## src/rtl/iss_dispatch_pkg.sv

```systemverilog
// Shared constants and types for the REN->ISS dispatch path.
// Contents:
//   RENISS_WIDTH      default width of a renamed instruction word
//   BUF_DEPTH_LG      default log2 depth of the in-order dispatch buffer
//   CNT_WIDTH         default width of performance counters
//   REN_MEMWRITE_BIT  MemWrite flag position in the renamed word (ISS uses the same)
//   REN_MEMREAD_BIT   MemRead flag position in the renamed word (ISS uses the same)
//   tgt_e             issue-queue target of an instruction
//   steer()           maps the memory flags to a target queue
package iss_dispatch_pkg;

  localparam int unsigned RENISS_WIDTH     = 151;
  localparam int unsigned BUF_DEPTH_LG     = 2;
  localparam int unsigned CNT_WIDTH        = 32;
  localparam int unsigned REN_MEMWRITE_BIT = 40;
  localparam int unsigned REN_MEMREAD_BIT  = 39;

  typedef enum logic {
    TGT_IQ  = 1'b0,
    TGT_LSQ = 1'b1
  } tgt_e;

  function automatic tgt_e steer(input logic mem_write, input logic mem_read);
    return (mem_write | mem_read) ? TGT_LSQ : TGT_IQ;
  endfunction

endpackage

```

## src/rtl/iss_dispatch_if.sv

```systemverilog
// REN->dispatch->ISS handshake bundle.
// Signals:
//   REN_valid_IN / REN_data_IN   renamed instruction offered by REN
//   REN_stall_OUT                dispatch buffer full, REN must hold
//   IQ_full_IN / LSQ_full_IN     ISS queue full flags
//   IQ_pushReq_OUT / IQ_pushData_OUT    push of head entry into IQ
//   LSQ_pushReq_OUT / LSQ_pushData_OUT  push of head entry into LSQ
// Modports:
//   master  the dispatch block (drives stall and push requests)
//   slave   the surrounding REN/ISS side
interface iss_dispatch_if
  import iss_dispatch_pkg::*;
#(
  parameter int unsigned W = RENISS_WIDTH
);

  logic         REN_valid_IN;
  logic [W-1:0] REN_data_IN;
  logic         REN_stall_OUT;
  logic         IQ_full_IN;
  logic         LSQ_full_IN;
  logic         IQ_pushReq_OUT;
  logic [W-1:0] IQ_pushData_OUT;
  logic         LSQ_pushReq_OUT;
  logic [W-1:0] LSQ_pushData_OUT;

  modport master (
    input  REN_valid_IN, REN_data_IN, IQ_full_IN, LSQ_full_IN,
    output REN_stall_OUT, IQ_pushReq_OUT, IQ_pushData_OUT,
           LSQ_pushReq_OUT, LSQ_pushData_OUT
  );

  modport slave (
    output REN_valid_IN, REN_data_IN, IQ_full_IN, LSQ_full_IN,
    input  REN_stall_OUT, IQ_pushReq_OUT, IQ_pushData_OUT,
           LSQ_pushReq_OUT, LSQ_pushData_OUT
  );

endinterface

```

## src/rtl/iss_dispatch_buf.sv

```systemverilog
// dispatch_buf: in-order circular buffer of 2**DEPTH_LG entries, W bits each.
// Ports:
//   CLK, RESET   clock, asynchronous active-low reset
//   push_i       write wdata_i at tail (caller guarantees not full)
//   pop_i        retire head entry (caller guarantees not empty)
//   flush_i      drop all entries; overrides push/pop
//   wdata_i      entry to write
//   head_o       current head entry (undefined content when empty)
//   count_o      number of valid entries, 0..2**DEPTH_LG
module dispatch_buf #(
  parameter int unsigned W        = 152,
  parameter int unsigned DEPTH_LG = 2
) (
  input  logic              CLK,
  input  logic              RESET,
  input  logic              push_i,
  input  logic              pop_i,
  input  logic              flush_i,
  input  logic [W-1:0]      wdata_i,
  output logic [W-1:0]      head_o,
  output logic [DEPTH_LG:0] count_o
);

  localparam int unsigned DEPTH = 1 << DEPTH_LG;

  logic [W-1:0]        mem_q [DEPTH];
  logic [DEPTH_LG-1:0] head_q, head_d;
  logic [DEPTH_LG-1:0] tail_q, tail_d;
  logic [DEPTH_LG:0]   count_q, count_d;

  always_comb begin
    head_d  = head_q;
    tail_d  = tail_q;
    count_d = count_q;
    if (flush_i) begin
      head_d  = '0;
      tail_d  = '0;
      count_d = '0;
    end else begin
      // Pointers are exactly DEPTH_LG bits wide, so they wrap mod depth.
      if (push_i) tail_d = tail_q + (DEPTH_LG)'(1);
      if (pop_i)  head_d = head_q + (DEPTH_LG)'(1);
      unique case ({push_i, pop_i})
        2'b10:   count_d = count_q + (DEPTH_LG + 1)'(1);
        2'b01:   count_d = count_q - (DEPTH_LG + 1)'(1);
        default: count_d = count_q;
      endcase
    end
  end

  always_ff @(posedge CLK or negedge RESET) begin
    if (!RESET) begin
      head_q  <= '0;
      tail_q  <= '0;
      count_q <= '0;
    end else begin
      head_q  <= head_d;
      tail_q  <= tail_d;
      count_q <= count_d;
    end
  end

  // Storage needs no reset: only slots below count are ever observed.
  always_ff @(posedge CLK) begin
    if (push_i && !flush_i) mem_q[tail_q] <= wdata_i;
  end

  assign head_o  = mem_q[head_q];
  assign count_o = count_q;

endmodule

```

## src/rtl/iss_dispatch.sv

```systemverilog
// iss_dispatch: buffers renamed instructions in order and pushes the head
// entry into either the IQ or the LSQ, at most one push per cycle.
// Ports:
//   CLK, RESET         clock, asynchronous active-low reset
//   FREEZE             global hold: no accept, no push, counters hold
//   FLUSH_IN           synchronous discard of all buffered entries (beats FREEZE)
//   ren_iss            REN/IQ/LSQ handshake bundle (master side)
//   IQ_dispCount_OUT   instructions pushed to IQ
//   LSQ_dispCount_OUT  instructions pushed to LSQ
//   stallCycles_OUT    cycles with head valid but its target queue full
module iss_dispatch
  import iss_dispatch_pkg::*;
#(
  parameter int unsigned RENISS_WIDTH = iss_dispatch_pkg::RENISS_WIDTH,
  parameter int unsigned BUF_DEPTH_LG = iss_dispatch_pkg::BUF_DEPTH_LG,
  parameter int unsigned CNT_WIDTH    = iss_dispatch_pkg::CNT_WIDTH
) (
  input  logic                 CLK,
  input  logic                 RESET,
  input  logic                 FREEZE,
  input  logic                 FLUSH_IN,
  iss_dispatch_if.master       ren_iss,
  output logic [CNT_WIDTH-1:0] IQ_dispCount_OUT,
  output logic [CNT_WIDTH-1:0] LSQ_dispCount_OUT,
  output logic [CNT_WIDTH-1:0] stallCycles_OUT
);

  localparam logic [BUF_DEPTH_LG:0] DEPTH_C = (BUF_DEPTH_LG + 1)'(1 << BUF_DEPTH_LG);

  logic [RENISS_WIDTH:0]   wr_entry;
  logic [RENISS_WIDTH:0]   head_entry;
  logic [BUF_DEPTH_LG:0]   count;
  logic                    empty, full, hold, accept;
  logic                    iq_req, lsq_req, pop, head_blocked;
  tgt_e                    head_tgt;
  logic [CNT_WIDTH-1:0]    iq_cnt_q, lsq_cnt_q, stall_cnt_q;

  // Target is resolved once at accept and carried as the entry's top bit.
  assign wr_entry = {steer(ren_iss.REN_data_IN[REN_MEMWRITE_BIT],
                           ren_iss.REN_data_IN[REN_MEMREAD_BIT]),
                     ren_iss.REN_data_IN};

  assign empty    = (count == '0);
  assign full     = (count == DEPTH_C);
  assign hold     = FREEZE | FLUSH_IN;
  assign accept   = ren_iss.REN_valid_IN & ~full & ~hold;
  assign head_tgt = tgt_e'(head_entry[RENISS_WIDTH]);

  assign iq_req  = ~empty & (head_tgt == TGT_IQ)  & ~ren_iss.IQ_full_IN  & ~hold;
  assign lsq_req = ~empty & (head_tgt == TGT_LSQ) & ~ren_iss.LSQ_full_IN & ~hold;
  assign pop     = iq_req | lsq_req;

  // Strict in-order: a full target blocks the head even if the other queue has room.
  assign head_blocked = ~empty & ~hold &
                        ((head_tgt == TGT_IQ) ? ren_iss.IQ_full_IN : ren_iss.LSQ_full_IN);

  dispatch_buf #(
    .W        (RENISS_WIDTH + 1),
    .DEPTH_LG (BUF_DEPTH_LG)
  ) u_buf (
    .CLK     (CLK),
    .RESET   (RESET),
    .push_i  (accept),
    .pop_i   (pop),
    .flush_i (FLUSH_IN),
    .wdata_i (wr_entry),
    .head_o  (head_entry),
    .count_o (count)
  );

  assign ren_iss.REN_stall_OUT    = full;
  assign ren_iss.IQ_pushReq_OUT   = iq_req;
  assign ren_iss.LSQ_pushReq_OUT  = lsq_req;
  assign ren_iss.IQ_pushData_OUT  = iq_req  ? head_entry[RENISS_WIDTH-1:0] : '0;
  assign ren_iss.LSQ_pushData_OUT = lsq_req ? head_entry[RENISS_WIDTH-1:0] : '0;

  always_ff @(posedge CLK or negedge RESET) begin
    if (!RESET) begin
      iq_cnt_q    <= '0;
      lsq_cnt_q   <= '0;
      stall_cnt_q <= '0;
    end else begin
      if (iq_req)       iq_cnt_q    <= iq_cnt_q    + CNT_WIDTH'(1);
      if (lsq_req)      lsq_cnt_q   <= lsq_cnt_q   + CNT_WIDTH'(1);
      if (head_blocked) stall_cnt_q <= stall_cnt_q + CNT_WIDTH'(1);
    end
  end

  assign IQ_dispCount_OUT  = iq_cnt_q;
  assign LSQ_dispCount_OUT = lsq_cnt_q;
  assign stallCycles_OUT   = stall_cnt_q;

endmodule

```

## src/flat_wrapper.sv

```systemverilog
// flat-port wrapper written by rule: the top's interface ports become plain ports
module iss_dispatch_flat import iss_dispatch_pkg::*;
#(
  parameter int unsigned RENISS_WIDTH = iss_dispatch_pkg::RENISS_WIDTH,
  parameter int unsigned BUF_DEPTH_LG = iss_dispatch_pkg::BUF_DEPTH_LG,
  parameter int unsigned CNT_WIDTH    = iss_dispatch_pkg::CNT_WIDTH
)
  (CLK, RESET, FREEZE, FLUSH_IN, IQ_dispCount_OUT, LSQ_dispCount_OUT, stallCycles_OUT, ren_iss_REN_valid_IN, ren_iss_REN_data_IN, ren_iss_IQ_full_IN, ren_iss_LSQ_full_IN, ren_iss_REN_stall_OUT, ren_iss_IQ_pushReq_OUT, ren_iss_IQ_pushData_OUT, ren_iss_LSQ_pushReq_OUT, ren_iss_LSQ_pushData_OUT);
  iss_dispatch_if #(.W((151))) ren_iss_i ();
  input  logic CLK;
  input  logic RESET;
  input  logic FREEZE;
  input  logic FLUSH_IN;
  output logic [CNT_WIDTH-1:0] IQ_dispCount_OUT;
  output logic [CNT_WIDTH-1:0] LSQ_dispCount_OUT;
  output logic [CNT_WIDTH-1:0] stallCycles_OUT;
  input wire logic [$bits(ren_iss_i.REN_valid_IN)-1:0] ren_iss_REN_valid_IN;
  input wire logic [$bits(ren_iss_i.REN_data_IN)-1:0] ren_iss_REN_data_IN;
  input wire logic [$bits(ren_iss_i.IQ_full_IN)-1:0] ren_iss_IQ_full_IN;
  input wire logic [$bits(ren_iss_i.LSQ_full_IN)-1:0] ren_iss_LSQ_full_IN;
  output wire logic [$bits(ren_iss_i.REN_stall_OUT)-1:0] ren_iss_REN_stall_OUT;
  output wire logic [$bits(ren_iss_i.IQ_pushReq_OUT)-1:0] ren_iss_IQ_pushReq_OUT;
  output wire logic [$bits(ren_iss_i.IQ_pushData_OUT)-1:0] ren_iss_IQ_pushData_OUT;
  output wire logic [$bits(ren_iss_i.LSQ_pushReq_OUT)-1:0] ren_iss_LSQ_pushReq_OUT;
  output wire logic [$bits(ren_iss_i.LSQ_pushData_OUT)-1:0] ren_iss_LSQ_pushData_OUT;
  assign ren_iss_i.REN_valid_IN = ren_iss_REN_valid_IN;
  assign ren_iss_i.REN_data_IN = ren_iss_REN_data_IN;
  assign ren_iss_i.IQ_full_IN = ren_iss_IQ_full_IN;
  assign ren_iss_i.LSQ_full_IN = ren_iss_LSQ_full_IN;
  assign ren_iss_REN_stall_OUT = ren_iss_i.REN_stall_OUT;
  assign ren_iss_IQ_pushReq_OUT = ren_iss_i.IQ_pushReq_OUT;
  assign ren_iss_IQ_pushData_OUT = ren_iss_i.IQ_pushData_OUT;
  assign ren_iss_LSQ_pushReq_OUT = ren_iss_i.LSQ_pushReq_OUT;
  assign ren_iss_LSQ_pushData_OUT = ren_iss_i.LSQ_pushData_OUT;
  iss_dispatch #(.RENISS_WIDTH(RENISS_WIDTH), .BUF_DEPTH_LG(BUF_DEPTH_LG), .CNT_WIDTH(CNT_WIDTH)) u_core (.CLK(CLK), .RESET(RESET), .FREEZE(FREEZE), .FLUSH_IN(FLUSH_IN), .ren_iss(ren_iss_i), .IQ_dispCount_OUT(IQ_dispCount_OUT), .LSQ_dispCount_OUT(LSQ_dispCount_OUT), .stallCycles_OUT(stallCycles_OUT));
endmodule
```

## config.mk

```make
export PLATFORM = sky130hd
export DESIGN_NAME = iss_dispatch_flat
export DESIGN_NICKNAME = d
export VERILOG_FILES = /design/src/rtl/iss_dispatch_pkg.sv /design/src/rtl/iss_dispatch_if.sv /design/src/rtl/iss_dispatch_buf.sv /design/src/rtl/iss_dispatch.sv /design/src/flat_wrapper.sv
export SDC_FILE = /design/constraint.sdc
export NUM_CORES = 1
export LEC_CHECK = 0
export ABC_AREA = 1
export BUFFER_PORTS_ARGS = -buffer_cell sky130_fd_sc_hd__buf_2
export CAP_MARGIN = 10
export CORE_MARGIN = 2
export CORE_UTILIZATION = 45
export CTS_CLUSTER_SIZE = 14
export DETAILED_ROUTE_END_ITERATION = 7
export PLACE_DENSITY = 0.67
export SETUP_SLACK_MARGIN = 0.3
export SLEW_MARGIN = 30
export SYNTH_ARGS = -nofsm -noshare
export SYNTH_HDL_FRONTEND = slang
export SYNTH_SLANG_ARGS = --single-unit
```

## constraint.sdc

```tcl
create_clock -name CLK -period 9.86 [get_ports CLK]
set_clock_uncertainty 0.15 [all_clocks]
set_input_delay 0.986 -clock CLK [delete_from_list [all_inputs] [get_ports CLK]]
set_output_delay 0.986 -clock CLK [all_outputs]
set_load 0.05 [all_outputs]
```

# Word level (Yosys, flattened, before mapping)
# Memory sizes are Yosys's and may differ from the RTL's.
# Cells that the tools add are included.
[classes]
addsub = 7
eq_ne = 3
muxes = 12
bitwise = 19
reduce_logical = 6
[ops]
columns = ["cell", "count"]
rows = [
  ["two-way mux 151 bit", 2],
  ["adder 32 x 1 -> 32 bit, second input constant", 3],
  ["AND 1 bit", 10],
  ["two-way mux 2 bit", 4],
  ["NOT 1 bit", 6],
  ["one-hot mux 3 bit (2 select lines)", 1],
  ["adder 2 x 1 -> 2 bit, second input constant", 2],
  ["two-way mux 1 bit", 4],
  ["nonzero test 2 bit", 2],
  ["adder 3 x 1 -> 3 bit, second input constant", 1],
  ["equality test 3 bit, second input constant", 1],
  ["logical NOT 3 bit", 1],
  ["two-way mux 3 bit", 1],
  ["OR 1 bit", 3],
  ["nonzero test 3 bit", 1],
  ["subtractor 3 x 1 -> 3 bit, second input constant", 1],
  ["equality test 2 x 1 -> 1 bit, second input constant", 1],
  ["equality test 2 bit, second input constant", 1],
  ["logical AND 1 bit", 1],
  ["logical NOT 1 bit", 1],
]
[totals]
regBits = 103
ram_bits = 608
inputBits = 158
out_inout_bits = 401
word_cells = 54
memories = 1
[mem_list]
columns = ["name", "depth", "width", "rd", "rd_clocked_by_memory_dff", "write_ports", "line", "text"]
rows = [
  ["u_core.u_buf.mem_q", 4, 152, 1, 0, 1, "iss_dispatch_buf.sv:26", "logic [W-1:0] mem_q [DEPTH];"],
]

# Logic depth before layout (Yosys ltp)
# Gate-level depths: netlist of the first run.
[logic_depth]
word_depth = 9
ltp_mapped = 15
depth_no_buf = 15

# By module
# A second synthesis of the first run with hierarchy kept.
[hier_totals]
cells_unflattened = 2715
hier_area_um2 = 30434.2
[modules_own_cells]
columns = ["mod", "instances", "cells_each", "area_each_um2", "seq_area_each_um2"]
rows = [
  ["dispatch_buf", 1, 1529, 23000.8, 18432.7],
  ["iss_dispatch", 1, 1186, 7433.4, 2402.3],
]

# Worst setup path before layout of the first run
# Ideal clock, no wire load.
[synth_path]
kind = "input -> register"
start = "input FREEZE"
end = "memory u_core.u_buf.mem_q[0][0], enable pin"
setup_time_ns = 0.666
arrival_ns = 7.793
required_time_ns = 9.044
path_slack_ns = 1.251
cell_stages = 5
n_path_buf = 0
path_cell_list = "nor2_1 > nand2_1 > nor2_1 > inv_1 > nor2_1"
[synth_via]
elab_chain_len = 6
[synth_lines]
columns = ["element", "line", "text"]
rows = [
  ["start, declared", "flat_wrapper.sv:12", "input logic FREEZE;"],
  ["OR 1 bit", "iss_dispatch.sv:45", "assign hold = FREEZE | FLUSH_IN;"],
  ["NOT 1 bit", "iss_dispatch.sv:46", "assign accept = ren_iss.REN_valid_IN & ~full & ~hold;"],
  ["AND 1 bit", "iss_dispatch.sv:46", ""],
  ["logical AND 1 bit", "iss_dispatch_buf.sv:65", "if (push_i && !flush_i) mem_q[tail_q] <= wdata_i;"],
  ["two-way mux 1 bit", "iss_dispatch_buf.sv:65", ""],
  ["two-way mux 1 bit (implied by the code)", "iss_dispatch_buf.sv:65", ""],
  ["end, declared", "iss_dispatch_buf.sv:26", ""],
]
# No other way between the ends.

# Worst setup path in the final report of the first run
[layout_path]
start = "register u_core.u_buf.head_q[0]"
end = "output ren_iss_LSQ_pushReq_OUT"
[layout_via]
elab_chain_len = 4
[layout_lines]
columns = ["element", "line", "text"]
rows = [
  ["start, declared", "iss_dispatch_buf.sv:27", "logic [DEPTH_LG-1:0] head_q, head_d;"],
  ["start signal, assigned", "iss_dispatch_buf.sv:53", "head_q <= '0;"],
  ["start signal, assigned", "iss_dispatch_buf.sv:57", "head_q <= head_d;"],
  ["memory read (4 x 152 bit)", "n/a", ""],
  ["AND 1 bit (3 in a row)", "iss_dispatch.sv:50", "assign lsq_req = ~empty & (head_tgt == TGT_LSQ) & ~ren_iss.LSQ_full_IN & ~hold;"],
  ["end, declared", "flat_wrapper.sv:24", "output wire logic [$bits(ren_iss_i.LSQ_pushReq_OUT)-1:0] ren_iss_LSQ_pushReq_OUT;"],
]
# No other way between the ends.

==> metrics.txt, run 1 <==
outcome complete, no violations; synthesized flop and latch total 711; CP max FO 106; Total Routing Usage GR 0.211; CP Launch Type register; max-cap viol count 0; crit-path cells inv_8 > nand2_1 > nand2_1 > nand2_1 > nand2_1 > nand2_8 > buf_4 > inv_2 > buf_2; CTS tree built; crit end category output pin; Async SR Flop Fraction 0.145; fin area 36600 sq um; minimum clock period 5.53 ns; Reg area 20800 sq um; max-slew violations 0; Cell Area, Placed 34000 sq um; most frequent cells after synthesis nand2_1, edfxtp_1, nor2_1; CP required 8.72 ns; post-cts resize count 0; # fillers 5733; clk slew on worst S/H paths 0.06 ns; first-pass GRT wire length 116000 um; clock sink total 711; Placeable Area 67200 sq um; Via Count 22400; kind of critical path reg -> out; TritonCTS Buffers 75; final setup fails 0; GPL Wtd Cong 0.961; Clock Tree Root clkbuf_16; pre-CTS WS 5.03 ns; Mean Syn Cell Area 10.9 sq um; Die Width 265 um; Boundary Pins 559; hold crit path type in -> async; worst vdd ir 0.000171 V; DIE HEIGHT 265 um; Post-CTS Setup Repair Bufs 0; top-count cell post-synth nand2_1; die area 70000 sq um; ANT nets after route 0; Post-synth EDFFs 608; Synth Cell Area 30600 sq um; Area contributors post-synth edfxtp_1, nand2_1, dfrtp_1; Max-slew headroom 0.375; critical path's slowest cell dfrtp_4; Synth cell types 31; Leak Pwr 0.0152 uW; post-DR vias/cell 5.26; top cell type's share of synthesized area 0.597; R2R depth 10; top_reg_cell synth edfxtp_1; cts hold-fix bufs 0; worst skew pair latency 0.60 ns; slowest stage delay, CP 0.89 ns; share of cells above drive strength 1 0.212; # DRC 0; final cell count without fillers 4264; Setup TNS Final 0 ns; Starting Density 0.455; HPWL Detailed 48500 um; H-tree levels 3; Post-Synthesis Cells 2805; cell accounting for the most synthesized area edfxtp_1; period utilization 0.561; Hold Fails Final Rpt 0; syn_nets 2971; fmax 181 MHz; PD cells 199 nW/um^2; Worst EP arrival 4.39 ns; area grow syn2layout 19.6%; final worst slack 4.33 ns; Slew @ Worst Pin 0.937 ns; routed len/inst 17.8 um; clk buf depth 3; cell count after placement 4113; Multi-input gate area 8790 sq um; sequential share of the synthesized area 0.682; crit-path most repeated cell nand2_1; vias in the first global route 20700; initial antenna violation count 19; Iter 0 DRT Violations 1846; IO buf count 558; router iterations before antenna repair 6; largest net degree at the start of global routing 150; RSZ-0062 raised after global routing false; row count 95; Nets 3487; final WL 76000 um; remaining global-route overflow 0; synth warn 0
[per-layer routing]
metal	vias to the layer above	GRT usage	part of all wire
met5	-	0	0.0015
met2	702	0.352	0.49
met4	18	0.0757	0.029
met1	10800	0.274	0.42
li1	10800	-	-
met3	157	0.0423	0.062
[final cells by class]
| class | count | share of cell area |
|---|---|---|
| clock inverters | 49 | 0.0110 |
| clock buffers | 88 | 0.0541 |
| flip-flops and latches | 711 | 0.570 |
| multi-input cells | 1863 | 0.240 |
| diodes | 10 | 0.000684 |
| repair buffers | 586 | 0.0850 |
| inverters | 84 | 0.00910 |
| well taps | 873 | 0.0299 |
[cell usage in the layout (no fill, tap or decap), types with 18 or more instances in the layout]
cell type | netlist | layout
clkbuf_16 | 0 | 77
o21ai_0 | 28 | 28
nor2_1 | 442 | 438
a32o_1 | 151 | 151
nand3_1 | 30 | 30
dfrtp_1 | 103 | 102
inv_1 | 79 | 79
buf_2 | 71 | 557
nand2_1 | 918 | 918
a21oi_1 | 153 | 153
nor3_1 | 28 | 28
buf_4 | 5 | 23
nand3b_1 | 34 | 34
edfxtp_1 | 608 | 608
clkinv_1 | 0 | 18
xor2_1 | 31 | 31
[logic make-up after synthesis]
group           count (synthesis)  share of synthesized area
buf+inv                       231                     0.0327
compound gates                342                     0.0808
fa+ha+maj                       8                    0.00352
simple gates                 1474                      0.190
xor+xnor                       39                     0.0112
flops                         711                      0.682
[metrics by stage]
step	util	total power, uW	hold slack, ns
finish	0.544	7260	0.275
global route	0.544	7530	0.304
CTS	0.542	7320	0.270
detailed placement	0.507	4600	0.358
global placement	0.507	4590	0.350
floorplan	-	4290	0.386
[worst paths after layout]
path,start,to,slack (ns)
hold reg to reg,u_core.stallCycles_OUT[16],u_core.stallCycles_OUT[16],0.37
min in group CLK,u_core.stallCycles_OUT[16],u_core.stallCycles_OUT[16],0.37
max in group asynchronous,RESET,u_core.u_buf.head_q[0],8.07
setup reg to reg,u_core.u_buf.head_q[0],u_core.LSQ_dispCount_OUT[26],5.88
setup / recovery,u_core.u_buf.head_q[0],ren_iss_LSQ_pushReq_OUT,4.33
hold / removal,RESET,u_core.stallCycles_OUT[11],0.27
[worst max-delay path: cells and delay by family, from the launching register on]
family,cells,cell delay (ns)
flops,1,0.89
buf+inv,4,1.70
simple gates,5,0.93
[registers in the layout, summed over array words and instances, names as in the netlist]
name                      cells
u_core.IQ_dispCount_OUT      32
u_core.u_buf.head_q           2
u_core.u_buf.count_o          3
u_core.LSQ_dispCount_OUT     32
u_core.u_buf.mem_q          608
u_core.u_buf.tail_q           2
u_core.stallCycles_OUT       32
[where the power goes]
group | switching, uW | total, uW | internal [uW] | leakage (uW)
sequential | 110 | 3500 | 3390 | 0.00687
combinational | 789 | 1050 | 263 | 0.00720
clock | 1140 | 2720 | 1570 | 0.00117
Power figures use the tool's default switching activity.
==> run 2: changes to the inputs <==
- clock period: 9.86 -> 5.15 ns (I/O delays scaled with it)
==> run 2 against run 1 <==
  * Cell count rose by 3.1%
  * Wire length is 0.22% higher
  * Sequential cell count is the same
  * Largest power group unchanged
  * Die area unchanged
==> metrics.txt, run 2 (synthesized netlist as in run 1, its figures left out) <==
PD cells 370 nW/um^2; largest net degree at the start of global routing 183; IO buf count 558; HPWL Detailed 46400 um; outcome complete, no violations; share of cells above drive strength 1 0.201; most frequent cells in the layout nand2_1, edfxtp_1, buf_2; row count 95; Starting Density 0.455; minimum clock period 4.38 ns; final WL 76200 um; met2 wire len 38200 um; clk slew on worst S/H paths 0.06 ns; routed len/inst 17.3 um; max reg flops 608; CP Buf/Inv Count 3; clock sink total 711; kind of critical path reg -> out; Clock Tree Root clkbuf_16; Worst EP arrival 3.71 ns; CTS tree built; Slew @ Worst Pin 0.978 ns; RSZ-0062 raised after global routing false; clk buf depth 3; Via Count 22900; final worst slack 0.771 ns; max-slew violations 0; Leak Pwr 0.0158 uW; pre-CTS WS 1.50 ns; DIE HEIGHT 265 um; critical path's slowest cell buf_4; Die Width 265 um; Total Routing Usage GR 0.213; TritonCTS Buffers 75; CP required 4.49 ns; Max-slew headroom 0.348; fmax 228 MHz; router iterations before antenna repair 5; DR top layer met5; area grow syn2layout 24.7%; first-pass GRT wire length 119000 um; worst skew pair latency 0.62 ns; vias in the first global route 21800; cell family with most CP delay buffers and inverters; hold crit path type in -> reg; M1 WL 32500 um; CP Launch Type register; # DRC 0; remaining global-route overflow 0; Placeable Area 67200 sq um; cell count after placement 4105; initial antenna violation count 5; metal3 WL 4030 um; worst vdd ir 0.000347 V; Boundary Pins 559; final setup fails 0; slowest stage delay, CP 0.69 ns; Nets 3628; crit end category output pin; Post-CTS Setup Repair Bufs 0; post-DR vias/cell 5.20; H-tree levels 3; CP max FO 107; fin util 0.567; GPL Wtd Cong 0.937; Largest Register u_core.u_buf.mem_q; Cell Area, Placed 34100 sq um; fin area 38100 sq um; Hold Slack 0.0630 ns; final cell count without fillers 4396; Iter 0 DRT Violations 1645; max-cap viol count 0; die area 70000 sq um; period utilization 0.850; ANT nets after route 0; crit-path cells inv_8 > nand2_1 > nand3_1 > nand2_2 > nand2_8 > buf_4 > nor2_1 > buf_2; Hold Fails Final Rpt 0; commonest non-fill, non-tap cell in the layout nand2_1
run 2: changes by cell type in the layout (fill, tap and decap cells not counted), moves of 3 or more:
cell,delta
clkinv_1,-5
dlygate4sd3_1,+152
inv_16,+3
clkinv_16,+3
inv_6,-5
buf_4,-19
buf_12,+10
diode_2,-6
buf_16,-4
run 2: worst min-delay path, stage by stage:
cell	delay [ns]
buf_2	0.14
nor2_1	0.05
nand2_1	0.06
nand2_1	0.04
run 2: layer usage:
layer  GRT usage  vias up
li1            -    11000
met1       0.282    11100
met2       0.364      673
met3      0.0343      103
met4      0.0614        4
met5           0        -
run 2: timing repair:
action | 4_1_cts | 5_1_grt
endpoints found under the hold margin | 671 | 0
hold buffers | 152 | 0
resized for setup | 0 | 0
run 2: power breakdown:
group	internal (uW)	switching, uW	total [uW]
clock	3050	2260	5310
combinational	577	1540	2120
sequential	6480	203	6680
run 2: metrics by stage:
stage	power, uW	setup TNS (ns)
finish	14100	0
global route	14700	0
CTS	14200	0
detailed placement	8810	0
global placement	8780	0
floorplan	8200	-294.20
run 2: layout make-up:
cell class | count | area (sq um)
inverters | 84 | 333
clock buffers | 88 | 1950
multi-input cells | 1863 | 8790
fillers | 5605 | 29000
well taps | 873 | 1090
diodes | 4 | 10.0
flip-flops and latches | 711 | 20800
clock inverters | 46 | 505
repair buffers | 727 | 4600
run 2: worst paths after layout:
check                                            startpoint                            to  slack, ns  cells past startpoint
worst min-delay path                               FLUSH_IN       u_core.u_buf.count_o[0]       0.06                      4
min in group asynchronous                             RESET    u_core.stallCycles_OUT[13]       0.37                      2
worst min register to register  u_core.LSQ_dispCount_OUT[5]   u_core.LSQ_dispCount_OUT[5]       0.37                      1
max in group asynchronous                             RESET   u_core.IQ_dispCount_OUT[10]       3.55                      3
worst max register to register       u_core.u_buf.head_q[0]       u_core.u_buf.count_o[2]       1.65                     14
worst max-delay path                 u_core.u_buf.head_q[0]  ren_iss_IQ_pushData_OUT[132]       0.77                      8
